## src/rtl/bus_pkg.sv

```systemverilog
// Shared encodings for the byte-serial bus responder: phases, FSM states
// and the operation code latched from the read/write request lines.
package bus_pkg;

    // Which byte of a transfer the next request carries.
    typedef enum logic [1:0] {
        ADDR_LO = 2'd0,
        ADDR_HI = 2'd1,
        DATA    = 2'd2
    } phase_t;

    // Responder FSM states.
    typedef enum logic [1:0] {
        WAIT_REQ = 2'd0,
        MEM      = 2'd1,
        LEAD     = 2'd2,
        ACK      = 2'd3
    } state_t;

    // Operation code, bit order {read, write}.
    typedef enum logic [1:0] {
        OP_NONE  = 2'b00,
        OP_WRITE = 2'b01,
        OP_READ  = 2'b10,
        OP_BOTH  = 2'b11
    } op_t;

    // Phase sequence ADDR_LO -> ADDR_HI -> DATA -> ADDR_LO.
    function automatic phase_t next_phase(input phase_t p);
        case (p)
            ADDR_LO: next_phase = ADDR_HI;
            ADDR_HI: next_phase = DATA;
            default: next_phase = ADDR_LO;
        endcase
    endfunction

    // Exactly one of read/write is a well-formed request.
    function automatic logic op_is_valid(input op_t op);
        op_is_valid = (op == OP_WRITE) || (op == OP_READ);
    endfunction

endpackage

```

## src/rtl/bus_sync.sv

```systemverilog
// Multi-flop synchroniser for one asynchronous bus control line.
module bus_sync #(
    parameter int STAGES = 2
) (
    input  logic clk,
    input  logic rst,
    input  logic d,
    output logic q
);

    logic [STAGES-1:0] chain_reg;
    logic [STAGES-1:0] chain_next;

    // Each stage takes the value of the previous one; stage 0 samples the pin.
    generate
        for (genvar gi = 0; gi < STAGES; gi++) begin : g_stage
            if (gi == 0) begin : g_first
                assign chain_next[gi] = d;
            end else begin : g_rest
                assign chain_next[gi] = chain_reg[gi-1];
            end
        end
    endgenerate

    // Shift register, cleared by reset.
    always_ff @(posedge clk or posedge rst) begin
        if (rst) begin
            chain_reg <= '0;
        end else begin
            chain_reg <= chain_next;
        end
    end

    assign q = chain_reg[STAGES-1];

endmodule

```

## src/rtl/mem_bus_responder.sv

```systemverilog
// Target end of the byte-serial 4-phase bus. Collects addr-lo, addr-hi and a
// data byte per transfer, acknowledges each byte and turns the transfer into
// one valid/ready backend access, driving read data back onto the bus.
module mem_bus_responder
    import bus_pkg::*;
#(
    parameter int SYNC_STAGES = 2,
    parameter int DRIVE_LEAD  = 1
) (
    input  logic        clk,
    input  logic        rst,
    input  logic        bus_req,
    input  logic        bus_read,
    input  logic        bus_write,
    input  logic [7:0]  bus_d_in,
    output logic [7:0]  bus_d_out,
    output logic        bus_d_oe,
    output logic        bus_ack,
    output logic        mem_valid,
    output logic        mem_we,
    output logic [15:0] mem_addr,
    output logic [7:0]  mem_wdata,
    input  logic        mem_ready,
    input  logic [7:0]  mem_rdata,
    output logic        proto_err
);

    localparam int LEAD_W = (DRIVE_LEAD > 1) ? $clog2(DRIVE_LEAD) : 1;
    localparam logic [LEAD_W-1:0] LEAD_LAST = LEAD_W'(DRIVE_LEAD - 1);

    // Synchronised control lines, index 2 = req, 1 = read, 0 = write.
    logic [2:0] async_in;
    logic [2:0] sync_out;
    logic       req_s;
    logic       read_s;
    logic       write_s;

    assign async_in = {bus_req, bus_read, bus_write};

    generate
        for (genvar gi = 0; gi < 3; gi++) begin : g_sync
            bus_sync #(
                .STAGES (SYNC_STAGES)
            ) u_sync (
                .clk (clk),
                .rst (rst),
                .d   (async_in[gi]),
                .q   (sync_out[gi])
            );
        end
    endgenerate

    assign req_s   = sync_out[2];
    assign read_s  = sync_out[1];
    assign write_s = sync_out[0];

    state_t            state_reg,    state_next;
    phase_t            phase_reg,    phase_next;
    op_t               op_reg,       op_next;
    logic [15:0]       addr_reg,     addr_next;
    logic [7:0]        wdata_reg,    wdata_next;
    logic [7:0]        dout_reg,     dout_next;
    logic              oe_reg,       oe_next;
    logic              ack_reg,      ack_next;
    logic              err_reg,      err_next;
    logic [LEAD_W-1:0] lead_cnt_reg, lead_cnt_next;

    // State and datapath registers.
    always_ff @(posedge clk or posedge rst) begin
        if (rst) begin
            state_reg    <= WAIT_REQ;
            phase_reg    <= ADDR_LO;
            op_reg       <= OP_NONE;
            addr_reg     <= '0;
            wdata_reg    <= '0;
            dout_reg     <= '0;
            oe_reg       <= 1'b0;
            ack_reg      <= 1'b0;
            err_reg      <= 1'b0;
            lead_cnt_reg <= '0;
        end else begin
            state_reg    <= state_next;
            phase_reg    <= phase_next;
            op_reg       <= op_next;
            addr_reg     <= addr_next;
            wdata_reg    <= wdata_next;
            dout_reg     <= dout_next;
            oe_reg       <= oe_next;
            ack_reg      <= ack_next;
            err_reg      <= err_next;
            lead_cnt_reg <= lead_cnt_next;
        end
    end

    // Next-state and datapath updates for the per-byte handshake.
    always_comb begin
        state_next    = state_reg;
        phase_next    = phase_reg;
        op_next       = op_reg;
        addr_next     = addr_reg;
        wdata_next    = wdata_reg;
        dout_next     = dout_reg;
        oe_next       = oe_reg;
        ack_next      = ack_reg;
        err_next      = 1'b0;
        lead_cnt_next = lead_cnt_reg;

        case (state_reg)
            WAIT_REQ: begin
                // Initiator dropped both request lines mid-transfer: restart.
                // A transfer latched as "neither" is malformed rather than
                // aborted, so it still runs through all three phases.
                if (phase_reg != ADDR_LO && op_reg != OP_NONE && !read_s && !write_s) begin
                    phase_next = ADDR_LO;
                end else if (req_s && !ack_reg) begin
                    case (phase_reg)
                        ADDR_LO: begin
                            addr_next[7:0] = bus_d_in;
                            op_next        = op_t'({read_s, write_s});
                            err_next       = !op_is_valid(op_t'({read_s, write_s}));
                            ack_next       = 1'b1;
                            state_next     = ACK;
                        end
                        ADDR_HI: begin
                            addr_next[15:8] = bus_d_in;
                            ack_next        = 1'b1;
                            state_next      = ACK;
                        end
                        default: begin
                            if (!op_is_valid(op_reg)) begin
                                // Malformed transfer: acknowledge, no access.
                                ack_next   = 1'b1;
                                state_next = ACK;
                            end else begin
                                if (op_reg == OP_WRITE) begin
                                    wdata_next = bus_d_in;
                                end
                                state_next = MEM;
                            end
                        end
                    endcase
                end
            end

            MEM: begin
                // Address and write data stay put until the backend accepts.
                if (mem_ready) begin
                    if (op_reg == OP_WRITE) begin
                        ack_next   = 1'b1;
                        state_next = ACK;
                    end else begin
                        dout_next     = mem_rdata;
                        oe_next       = 1'b1;
                        lead_cnt_next = '0;
                        state_next    = LEAD;
                    end
                end
            end

            LEAD: begin
                // Read data is driven for DRIVE_LEAD cycles before ack rises.
                if (lead_cnt_reg == LEAD_LAST) begin
                    ack_next   = 1'b1;
                    state_next = ACK;
                end else begin
                    lead_cnt_next = lead_cnt_reg + LEAD_W'(1);
                end
            end

            default: begin
                // ACK: release the bus together with ack once req is gone.
                if (!req_s) begin
                    ack_next   = 1'b0;
                    oe_next    = 1'b0;
                    phase_next = next_phase(phase_reg);
                    state_next = WAIT_REQ;
                end
            end
        endcase
    end

    assign bus_ack   = ack_reg;
    assign bus_d_oe  = oe_reg;
    assign bus_d_out = dout_reg;
    assign mem_valid = (state_reg == MEM);
    assign mem_we    = (state_reg == MEM) && (op_reg == OP_WRITE);
    assign mem_addr  = addr_reg;
    assign mem_wdata = wdata_reg;
    assign proto_err = err_reg;

endmodule
```

## config.mk

```make
export PLATFORM = sky130hd
export DESIGN_NAME = mem_bus_responder
export DESIGN_NICKNAME = d
export VERILOG_FILES = /design/src/rtl/bus_pkg.sv /design/src/rtl/bus_sync.sv /design/src/rtl/mem_bus_responder.sv
export SDC_FILE = /design/constraint.sdc
export NUM_CORES = 1
export LEC_CHECK = 0
export ABC_AREA = 1
export CAP_MARGIN = 20
export CORE_MARGIN = 3
export CORE_UTILIZATION = 50
export CTS_BUF_LIST = sky130_fd_sc_hd__clkbuf_4 sky130_fd_sc_hd__clkbuf_8
export CTS_CLUSTER_DIAMETER = 40
export DETAILED_ROUTE_END_ITERATION = 12
export PLACE_DENSITY = 0.83
export RECOVER_POWER = 50
export SLEW_MARGIN = 0
export SYNTH_ARGS = -nofsm -noshare
export SYNTH_HDL_FRONTEND = slang
export SYNTH_SLANG_ARGS = --single-unit
```

## constraint.sdc

```tcl
create_clock -name clk -period 3.31 [get_ports clk]
set_input_delay 0.662 -clock clk [delete_from_list [all_inputs] [get_ports clk]]
set_output_delay 0.662 -clock clk [all_outputs]
set_load 0.03 [all_outputs]
```

==> metrics.txt <==
GR Util met1 22.4%; met3 Use GR 8.78%; CP Class flop to output pin; postcts setup bufs 0; first-pass GRT wire length 7100 um; filler cell count slightly above 300; synth unique cells 26; clk root buf clkbuf_8; Die ar. roughly 4900 sq um; DRC viols 0; Worst Hold Class flop to flop; Final #Nets 281; run status finished, violations left; Yosys top cell area share 57.4%; Die Y 70.0 um; max_cap viols 1; Rel. slew slack -13.4%; area grow syn2layout 33.3%; final setup TNS 0 ns; Leak 1.29 nW; worst slew pin tran 1.70 ns; RePlAce Congestion 0.794; H-tree depth 2; GR Util All Layers 18.4%; register bit total from synthesis 47; mean routed wirelength per cell 13.8 um; CTS hold repair buffers 0; Pins Over Slew Limit 48; Max Freq 403 MHz; vias in the first global route 1514; placed insts 294; VDD IR max 0.000663 V; Setup crit start state_reg[1]; post-synthesis net count 220; DR iter-0 viols 57; initial antenna violation count 0; clock tree from TritonCTS done; Core Rows 22; worst-path fanout max 4; clock slew at reported path FFs about 0.08 ns; post-synthesis cell count 192; DR pass1 iterations 4; RSZ-0062 raised after global routing no; CORE AREA 3800 sq um; post-DP HPWL 2970 um; Max Buffers Root-to-Sink 2; Final ANT Viol Nets 0; routed wire length 4160 um; Cell Pwr Density 1070 nW/um^2; synthesized area per cell 10.7 sq um; n_diodes 0; largest net degree at the start of global routing 48; # resized after CTS 0; leading area contributor after synthesis dfrtp_1; final setup fails 0; total gr overflow 0; crit end category output pin; Synth Cell Area just over 2000 sq um; vias per inst 4.92; non-filler cells, final 302; Ys Warns 0; I/O Buffers 58; starting density of the core 54.0%; share of post-route cells with drive strength above 1 13.0%; Hold Crit Start g_sync[1].u_sync.chain_reg[0]; CTS sink count 47; Worst EP required 2.65 ns; die width roughly 70 um; Clock Skews 0.00700 ns; GR peak layer met2; WP data arrival between 1.5 and 2 ns; Startpoint Class flop; I/O pin count about 60; failing checks max-capacitance violations, max-slew violations; post-synthesis sequential area ratio 57.4%; Largest register FFs 16; Final period util 75.0%; via count 1487; Final Hold Fails 0; worst flop-to-flop path startpoint state_reg[0]; total CTS buffers 5; Clock Latency Late Sink 0.30 ns; fin crit period 2.48 ns; Synth area leaders dfrtp_1 (57%), nand2_1 (6.8%), inv_1 (4.6%); met2 GRT Util 29.4%
==> cell usage in the layout (no fill, tap or decap), types with 4 or more instances in the layout <==
cell type and instances:
o21ai_0 20, o21ai_1 11, dlygate4sd3_1 5, nand2_1 39, clkbuf_8 5, ha_1 6
clkdlybuf4s50_1 53, dfrtp_1 47, a21oi_1 4, mux2_2 8, nand3_1 4, inv_1 26
==> through the flow <==
stage          hold slack (ns)  setup slack [ns]  utilization (%)  power, W  cell area [sq um]
2_1_floorplan            0.331              1.49                -   0.00191               2050
3_3_place_gp             0.332              1.17             69.7   0.00245               2650
3_5_place_dp             0.337              1.13             69.7   0.00248               2650
4_1_cts                  0.357             0.801             73.3   0.00299               2780
5_1_grt                  0.371             0.583             71.9   0.00312               2730
6_report                 0.356             0.828             71.9   0.00292               2730
==> final timing paths <==
path                       slack (ns)  cells after the start                       endpoint
max in group asynchronous        0.99                      2                      op_reg[1]
setup / recovery                 0.83                      5                         mem_we
hold reg to reg                  0.36                      0  g_sync[1].u_sync.chain_reg[1]
hold / removal                   0.36                      0  g_sync[1].u_sync.chain_reg[1]
setup reg to reg                 1.29                      5                    mem_addr[0]
min in group asynchronous        1.33                      2                   mem_wdata[7]
==> critical path, cell delays in order, from the launching register on <==
cell	delay (ns)
dfrtp_1	0.41
inv_1	0.09
ha_1	0.20
nand2_1	0.07
inv_1	0.08
clkdlybuf4s50_1	0.67
==> power by group <==
group	internal [W]	switching, W	total (W)
combinational	0.000608	0.000852	0.00146
sequential	0.000811	0.000153	0.000964
clock	0.000310	0.000189	0.000499
total	0.00173	0.00119	0.00292
==> synthesized netlist by cell type (all sizes together) <==
master	n
inv	29
nand2	45
nor2	3
a21oi	4
nand3b	2
buf	4
nand4	2
or2	2
nand3	5
mux2	8
nor3	1
dfrtp	47
ha	6
o21ai	34
==> final cells by class <==
class / instances / area (sq um) / area share (%)
Inverter: 29 / 111 / 4.08
Clock buffer: 6 / 76.3 / 2.79
Multi-Input combinational cell: 112 / 667 / 24.4
Sequential cell: 47 / 1180 / 43.1
Clock inverter: 2 / 60.1 / 2.20
Timing Repair Buffer: 58 / 581 / 21.3
Tap cell: 48 / 60.1 / 2.20
==> cells by family (layout without fill, tap and decap cells) <==
| logic type | count (synthesis) | after routing | synth area share [%] |
|---|---|---|---|
| adder cells (fa/ha/maj) | 6 | 6 | 3.66 |
| flip-flops | 47 | 47 | 57.4 |
| AND/OR/NAND/NOR | 60 | 60 | 15.9 |
| buffers and inverters | 33 | 95 | 7.57 |
| AO/OA/AOI/OAI | 38 | 38 | 11.1 |
| multiplexers | 8 | 8 | 4.40 |
==> metal layers <==
metal | vias up | part of all wire, %
met5 | - | 0
met4 | 0 | 1.4
met3 | 6 | 8.7
met2 | 39 | 48
met1 | 711 | 42
li1 | 731 | -
No activity file was read; power rests on OpenSTA's default activity.
